[src/rtl/heap_pkg.sv]
// Shared types and defaults for the min-heap controller and its size counter.
package heap_pkg;

    localparam int unsigned SIZE_W    = 8;
    localparam int unsigned DEF_DW    = 8;
    localparam int unsigned DEF_DEPTH = 15;
    localparam int unsigned DEF_IW    = 9;

    typedef enum logic [1:0] {
        IDLE = 2'd0,
        UP   = 2'd1,
        DOWN = 2'd2,
        FIN  = 2'd3
    } state_t;

endpackage

[src/rtl/heap_min_sel.sv]
// Smaller-child selector for sift-down: picks the right child only when it
// exists and is strictly smaller, so ties resolve to the left child.
module heap_min_sel #(
    parameter int unsigned DW = 8
) (
    input  logic [DW-1:0] left_key,
    input  logic [DW-1:0] right_key,
    input  logic          right_valid,
    output logic          sel_right,
    output logic [DW-1:0] min_key
);

    // Strict compare keeps equal keys on the left branch
    always_comb begin
        sel_right = right_valid && (right_key < left_key);
        min_key   = sel_right ? right_key : left_key;
    end

endmodule

[src/rtl/heap_ctrl.sv]
// Binary min-heap controller: insert (sift-up) and extract-min (sift-down),
// one compare/swap per clock; heap size is kept by an external counter fed
// by the inc/dec pulses and read back on size.
module heap_ctrl
    import heap_pkg::*;
#(
    parameter int unsigned DW    = DEF_DW,
    parameter int unsigned DEPTH = DEF_DEPTH,
    parameter int unsigned IW    = DEF_IW
) (
    input  logic              clk,
    input  logic              reset,
    input  logic              push,
    input  logic              pop,
    input  logic [DW-1:0]     din,
    input  logic [SIZE_W-1:0] size,
    output logic              ready,
    output logic [DW-1:0]     dout,
    output logic              dout_valid,
    output logic              inc,
    output logic              dec,
    output logic              err
);

    localparam int unsigned AW  = $clog2(DEPTH + 1);
    localparam logic [IW-1:0] ONE = IW'(1);

    state_t        state;
    logic [DW-1:0] heap [0:(1 << AW) - 1];
    logic [IW-1:0] idx;
    logic [IW-1:0] last;

    logic [IW-1:0] sz_ext;
    logic [IW-1:0] sz_next;
    logic [IW-1:0] parent;
    logic [IW-1:0] left;
    logic [IW-1:0] right;
    logic [IW-1:0] child;
    logic [DW-1:0] cur_key;
    logic [DW-1:0] par_key;
    logic [DW-1:0] left_key;
    logic [DW-1:0] right_key;
    logic [DW-1:0] min_key;
    logic          right_ok;
    logic          sel_right;

    // Neighbour indices and keys around the current position; out-of-range
    // reads alias harmless entries and are masked by the bounds checks
    always_comb begin
        sz_ext    = IW'(size);
        sz_next   = sz_ext + ONE;
        parent    = idx >> 1;
        left      = idx << 1;
        right     = left + ONE;
        right_ok  = (right <= last);
        cur_key   = heap[idx[AW-1:0]];
        par_key   = heap[parent[AW-1:0]];
        left_key  = heap[left[AW-1:0]];
        right_key = heap[right[AW-1:0]];
        child     = sel_right ? right : left;
    end

    heap_min_sel #(
        .DW (DW)
    ) u_min_sel (
        .left_key    (left_key),
        .right_key   (right_key),
        .right_valid (right_ok),
        .sel_right   (sel_right),
        .min_key     (min_key)
    );

    // Control FSM with registered pulses; pulses are raised on entry to FIN
    // so the counter updates on the edge that returns to IDLE
    always_ff @(posedge clk) begin
        if (reset) begin
            state      <= IDLE;
            ready      <= 1'b1;
            dout       <= '0;
            dout_valid <= 1'b0;
            inc        <= 1'b0;
            dec        <= 1'b0;
            err        <= 1'b0;
            idx        <= '0;
            last       <= '0;
        end else begin
            dout_valid <= 1'b0;
            inc        <= 1'b0;
            dec        <= 1'b0;
            err        <= 1'b0;
            case (state)
                IDLE: begin
                    if (pop) begin
                        if (size == '0) begin
                            err <= 1'b1;
                        end else begin
                            dout    <= heap[1];
                            heap[1] <= heap[sz_ext[AW-1:0]];
                            last    <= sz_ext - ONE;
                            idx     <= ONE;
                            ready   <= 1'b0;
                            state   <= DOWN;
                        end
                    end else if (push) begin
                        if (size == SIZE_W'(DEPTH)) begin
                            err <= 1'b1;
                        end else begin
                            heap[sz_next[AW-1:0]] <= din;
                            idx   <= sz_next;
                            ready <= 1'b0;
                            state <= UP;
                        end
                    end
                end
                UP: begin
                    if (idx == ONE || par_key <= cur_key) begin
                        inc   <= 1'b1;
                        state <= FIN;
                    end else begin
                        heap[idx[AW-1:0]]    <= par_key;
                        heap[parent[AW-1:0]] <= cur_key;
                        idx                  <= parent;
                    end
                end
                DOWN: begin
                    if (left > last || !(min_key < cur_key)) begin
                        dec        <= 1'b1;
                        dout_valid <= 1'b1;
                        state      <= FIN;
                    end else begin
                        heap[idx[AW-1:0]]   <= min_key;
                        heap[child[AW-1:0]] <= cur_key;
                        idx                 <= child;
                    end
                end
                FIN: begin
                    ready <= 1'b1;
                    state <= IDLE;
                end
                default: begin
                    ready <= 1'b1;
                    state <= IDLE;
                end
            endcase
        end
    end

endmodule
[config.mk]
export PLATFORM = sky130hd
export DESIGN_NAME = heap_ctrl
export DESIGN_NICKNAME = d
export VERILOG_FILES = /design/src/rtl/heap_pkg.sv /design/src/rtl/heap_min_sel.sv /design/src/rtl/heap_ctrl.sv
export SDC_FILE = /design/constraint.sdc
export NUM_CORES = 1
export LEC_CHECK = 0
export ABC_CLOCK_PERIOD_IN_PS = 6170
export BUFFER_PORTS_ARGS = -buffer_cell sky130_fd_sc_hd__buf_2
export CAP_MARGIN = 20
export CORE_MARGIN = 4
export CORE_UTILIZATION = 58
export DETAILED_ROUTE_END_ITERATION = 10
export GPL_TIMING_DRIVEN = 0
export PLACE_DENSITY = 0.78
export SETUP_SLACK_MARGIN = 0.15
export SYNTH_ARGS = -nofsm -noshare
export SYNTH_HDL_FRONTEND = slang
export SYNTH_SLANG_ARGS = --single-unit
[constraint.sdc]
create_clock -name clk -period 6.17 [get_ports clk]
set_clock_uncertainty 0.1 [all_clocks]
set_input_delay 0.617 -clock clk [delete_from_list [all_inputs] [get_ports clk]]
set_output_delay 0.617 -clock clk [all_outputs]
set_load 0.02 [all_outputs]
; Word level (Yosys, flattened, before mapping)
; Memories as Yosys holds them, arrays and structs flattened. A register that Yosys moved wholly into a read port is not among the register bits.
; Cells that the tools add are included.
[word_totals]
register_bits = 24
mem_bits_rw = 128
output_inout_bits = 13
n_memories = 1
[classes]
addsub = 3
n_lt_le_gt_ge = 5
n_eq_ne = 12
mux = 62
bitwise_logic = 5
n_reduce_logical = 18
[mem_list]
columns = name, words, width, rd, rd_ports_with_merged_regs, wr, line_no
row1 = heap, 16, 8, 6, 4, 2, heap_ctrl.sv:29  ; logic [DW-1:0] heap [0:(1 << AW) - 1];
[ops]
columns = cell, n
row1 = $mux 9, 7
row2 = $mux 8, 5
row3 = $mux 4, 9
row4 = $mux 1, 32
row5 = $pmux 9 s3, 1
row6 = $reduce_or 8->1, 3
row7 = $lt 8x8->1, 2
row8 = $mux 2, 6
row9 = $add 8x1->9 const B, 1
row10 = $add 9x1->9 const B, 1
row11 = $eq 9x1->1 const B, 1
row12 = $gt 9x9->1, 1
row13 = $le 9x9->1, 1
row14 = $ne 3x3->1 const B, 3
row15 = $sub 8x1->9 const B, 1
row16 = $eq 8x4->1 const B, 1
row17 = $le 8x8->1, 1
row18 = $logic_not 8->1, 1
row19 = $ne 2x2->1 const B, 4
row20 = $pmux 2 s4, 1
row21 = $reduce_and 6->1, 1
row22 = $reduce_or 2->1, 3
row23 = $reduce_and 5->1, 1
row24 = $eq 2x2->1 const B, 2
row25 = other kinds (12), 16

; Logic depth before layout (Yosys ltp)
; An unclocked memory read counts as a cell.
[logic_depth]
word_depth = 15
mapped_depth = 26
depth_no_buf = 19

; Modules after synthesis
; Synthesis repeated with hierarchy kept, for this count alone.
[unflattened]
hier_cells = 1017
hier_area_um2 = 12995.0
[modules_own_cells]
columns = module, instances, cells_per_inst, area_each_um2, seq_area_each_um2
row1 = heap_ctrl, 1, 984, 12677.2, 4584.4
row2 = heap_min_sel, 1, 33, 317.8, 0.0

; Least setup slack after synthesis
; Ideal clock, no wire load.
[synth_timing]
kind = register to register
start = register idx[0]
end = memory heap[4][0], enable pin
t_arrival_ns = 5.751
required_time_ns = 5.666
slack_ns = -0.085
stages_incl_launch_ff = 20
n_path_buf = 4
period_less_slack_ns = 6.255
path_cell_list = dfxtp_1 -> buf_1 -> mux4_2 -> mux2_2 -> ha_1 -> nand4_1 -> o221a_2 -> o211ai_1 -> buf_2 -> clkbuf_1 -> a21oi_1 -> ha_1 -> a21o_1 -> a21oi_1 -> o22ai_1 -> a211o_1 -> nor2_1 -> a21oi_1 -> clkbuf_1 -> o311ai_0
[synth_rtl]
columns = element, line_no
row1 = "start, declared", heap_ctrl.sv:30  ; logic [IW-1:0] idx;
row2 = "start signal, assigned", heap_ctrl.sv:109  ; idx <= sz_next;
row3 = "start signal, assigned", heap_ctrl.sv:122  ; idx <= parent;
row4 = "start signal, assigned", heap_ctrl.sv:133  ; idx <= child;
row5 = "end, declared", heap_ctrl.sv:29

==> metrics.txt <==
Tot Pwr 7.824 mW; cts bufs inserted 17; detailed-route vias per instance 7.817; Post-DP HPWL about 34 mm; Ys Warns 0; ys async rst share 0%; Placed Cells 1349; Most used DFF post-synth edfxtp_1; number of synthesized flops with an enable pin 128; pwr/cell area 520.9 nW/um^2; pin count of the biggest net entering global routing 21; global-route wire length before repair 68.58 mm; clk sinks 165; Skew-Pair Late Insertion Delay 0.46 ns; Layout area overhead 16.45%; Antenna Nets Post-Route 0; H-tree lvl count 4; non-filler cells, final 1425; max cap viols 0; core region area approximately 22000 um^2; Max Transition Viols Final 0; Rows 54; vias after detailed routing 11140; most frequent cells in the layout mux2i_1, mux4_2, edfxtp_1; Synth Cell Area 12900 um^2; most common cell after layout, fill and taps aside mux2i_1; Slew headroom a little under a fifth; RePlAce Congestion 1.018; Avg Cell Area, Syn 12.49 um^2; Iter 0 DRT Violations 1754; CTS tree built; CP most frequent cell buf_4; Worst Path Buf+Inv 6; Setup Viol. Count Final 0; Worst EP arrival 6.08 ns; clock root buffer clkbuf_16; Least-Margin Pin Slew 1.201 ns; first-pass iteration count of the detailed router 6; hold_buf cts 0; Nets 1189; Wirelength per Cell 33.18 um; Worst setup SP type flip-flop; DP Worst Slack -1.817 ns; VDD IR max 251.3 uV; Placement Cell Area 13530 um^2; Seq/Total Area, Yosys 35.54%; antenna violations before repair 1; RSZ-0062 raised after global routing no; number of global-route vias before repair roughly 11000; post-route cell area ~15000 um^2; Final WS setup 0.1673 ns; Clock Tree Buf Depth 2; Die Height 157.1 um; fin crit period 6.003 ns; syn_nets 1091; required time of the critical path 6.25 ns; crit path capture type flip-flop; status completed; Syn Inst Count 1033; full die area 24690 um^2; Clk pin slew, worst setup/hold paths ~0.08 ns; worst-path fanout max 9; Crit Path Class flip-flop to flip-flop; DR DRC count 0; Final period util 97.29%; Filler Cells Inserted ~1500; I/O Buffers 27; crit-path leading delay family compound AO/OA/AOI/OAI gates; Static Leak about 5.6 nW; I/O pin cnt 33; HP Class input port to flip-flop; final WL 47.28 mm; gr ovfl total 0; Hold Violations, Final 0; CP Cell Sequence buf_6, buf_4, mux4_2, mux2i_2, ha_1, a21oi_1, o221a_2, o211ai_1, buf_4, buf_4, nor2_2, a21oi_4, ha_1, a21o_1, a21oi_2, o22ai_2, a211o_1, nor2_4, a21boi_4, buf_6, nor4_1, a21o_1, buf_2, or3_4; peak per-stage delay on the critical path around 0.54 ns; fmax 166.6 MHz; Crit-path slowest cell mux4_2; Initial Util 59.10%; fin util 68.83%; synthesized flop and latch total 165; synth unique cells 71; die width 157.1 um; GRT Util Overall 38.30%; layout cells sized above 1 34.97%
## power by group
| part | internal [mW] | leakage, nW | switching (mW) |
|---|---|---|---|
| Sequential | 1.51 | 1.46 | 0.169 |
| Clock | 0.554 | 0.299 | 0.572 |
| Combinational | 2.04 | 3.83 | 2.97 |
## cell type report
cell class | count | area, um^2 | area share (%)
Antenna cell | 1 | 2.502 | 0.01666
Buffer | 104 | 704.4 | 4.690
Clock buffer | 17 | 425.4 | 2.832
Clock inverter | 15 | 193.9 | 1.291
Inverter | 20 | 75.07 | 0.4998
Multi-Input combinational cell | 744 | 8082 | 53.80
Sequential cell | 165 | 4593 | 30.58
Tap cell | 280 | 350.3 | 2.332
Timing Repair Buffer | 79 | 594.3 | 3.957
## flip-flops by register name, indices dropped and copies added (netlist names), named ones only
name	count
dec	1
idx	9
dout	8
err	1
heap	128
last	9
inc	1
ready	1
state	2
## routing by layer
layer	track usage, %	up-vias	routed length [um]
li1	-	4388	-
met1	52.04	5398	16440
met2	55.68	1138	20630
met3	12.65	215	7402
met4	18.64	0	2806
met5	1.786	-	0
## through the flow
| stage | setup TNS (ns) | hold WS (ns) |
|---|---|---|
| floorplan | -1.484 | 0.3461 |
| global placement | -507.26 | 0.3592 |
| detailed placement | -353.71 | 0.3724 |
| CTS | 0 | 0.3574 |
| global route | 0 | 0.3729 |
| finish | 0 | 0.3663 |
## synth_stat cells, drive strengths merged (3+ instances only)
cell type / number / area share, %
a311o: 3 / 0.23
or4: 4 / 0.23
ha: 38 / 3.7
o22ai: 9 / 0.44
nand2: 28 / 0.83
nor2b: 10 / 0.49
mux4: 135 / 24
xnor2: 6 / 0.41
a21boi: 4 / 0.23
clkbuf: 53 / 1.5
nor3: 26 / 1.1
o21ai: 16 / 0.94
buf: 51 / 2.1
nor3b: 11 / 0.68
nor2: 64 / 1.9
a21o: 6 / 0.35
nand2b: 14 / 0.68
nand3: 27 / 1.0
mux2i: 160 / 13
a22o: 7 / 0.48
or3: 4 / 0.19
and3: 5 / 0.24
o311ai: 9 / 0.61
inv: 19 / 0.55
nand4: 12 / 0.58
mux2: 17 / 1.5
a211oi: 23 / 1.4
a21oi: 42 / 1.7
a22oi: 5 / 0.29
dfxtp: 37 / 5.7
a31oi: 6 / 0.29
o221ai: 7 / 0.81
nor4: 10 / 0.49
o211ai: 3 / 0.17
edfxtp: 128 / 30
xor2: 5 / 0.34
## cell families (layout without fill, tap and decap cells)
logic type,Yosys count,in the layout,share of synthesized area [%]
adders and majority gates,38,38,3.686
muxes,312,312,37.67
xor gates and xnor gates,11,11,0.7469
DFF,165,165,35.54
AOI/OAI and AO/OA,157,157,9.109
buffers and inverters,124,235,4.181
other,0,1,0
and+or+nand+nor,226,226,9.070
## worst reg2reg max path, stage by stage (launching register included)
cell	delay, ns
dfxtp_2	0.37
buf_6	0.17
buf_4	0.19
mux4_2	0.55
mux2i_2	0.29
ha_1	0.33
a21oi_1	0.17
o221a_2	0.23
o211ai_1	0.12
buf_4	0.17
buf_4	0.16
nor2_2	0.15
a21oi_4	0.05
ha_1	0.31
a21o_1	0.21
a21oi_2	0.17
o22ai_2	0.11
a211o_1	0.37
nor2_4	0.16
a21boi_4	0.22
buf_6	0.14
nor4_1	0.05
a21o_1	0.17
buf_2	0.25
or3_4	0.50
## final timing paths
kind / startpoint / to / slack, ns / cells after the start
setup / recovery: flip-flop / heap[3][3] / 0.17 / 24
hold reg to reg: last[8] / last[8] / 0.38 / 2
hold / removal: push / err / 0.37 / 3
setup reg to reg: flip-flop / heap[3][3] / 0.17 / 24
## timing repair
action / in CTS / in global routing
endpoints found under the setup margin: 273 / 239
resized for setup: 100 / 64
setup buffers: 9 / 33
pin swaps: 4 / 8
Note: power is estimated with default switching activity, not from simulation.
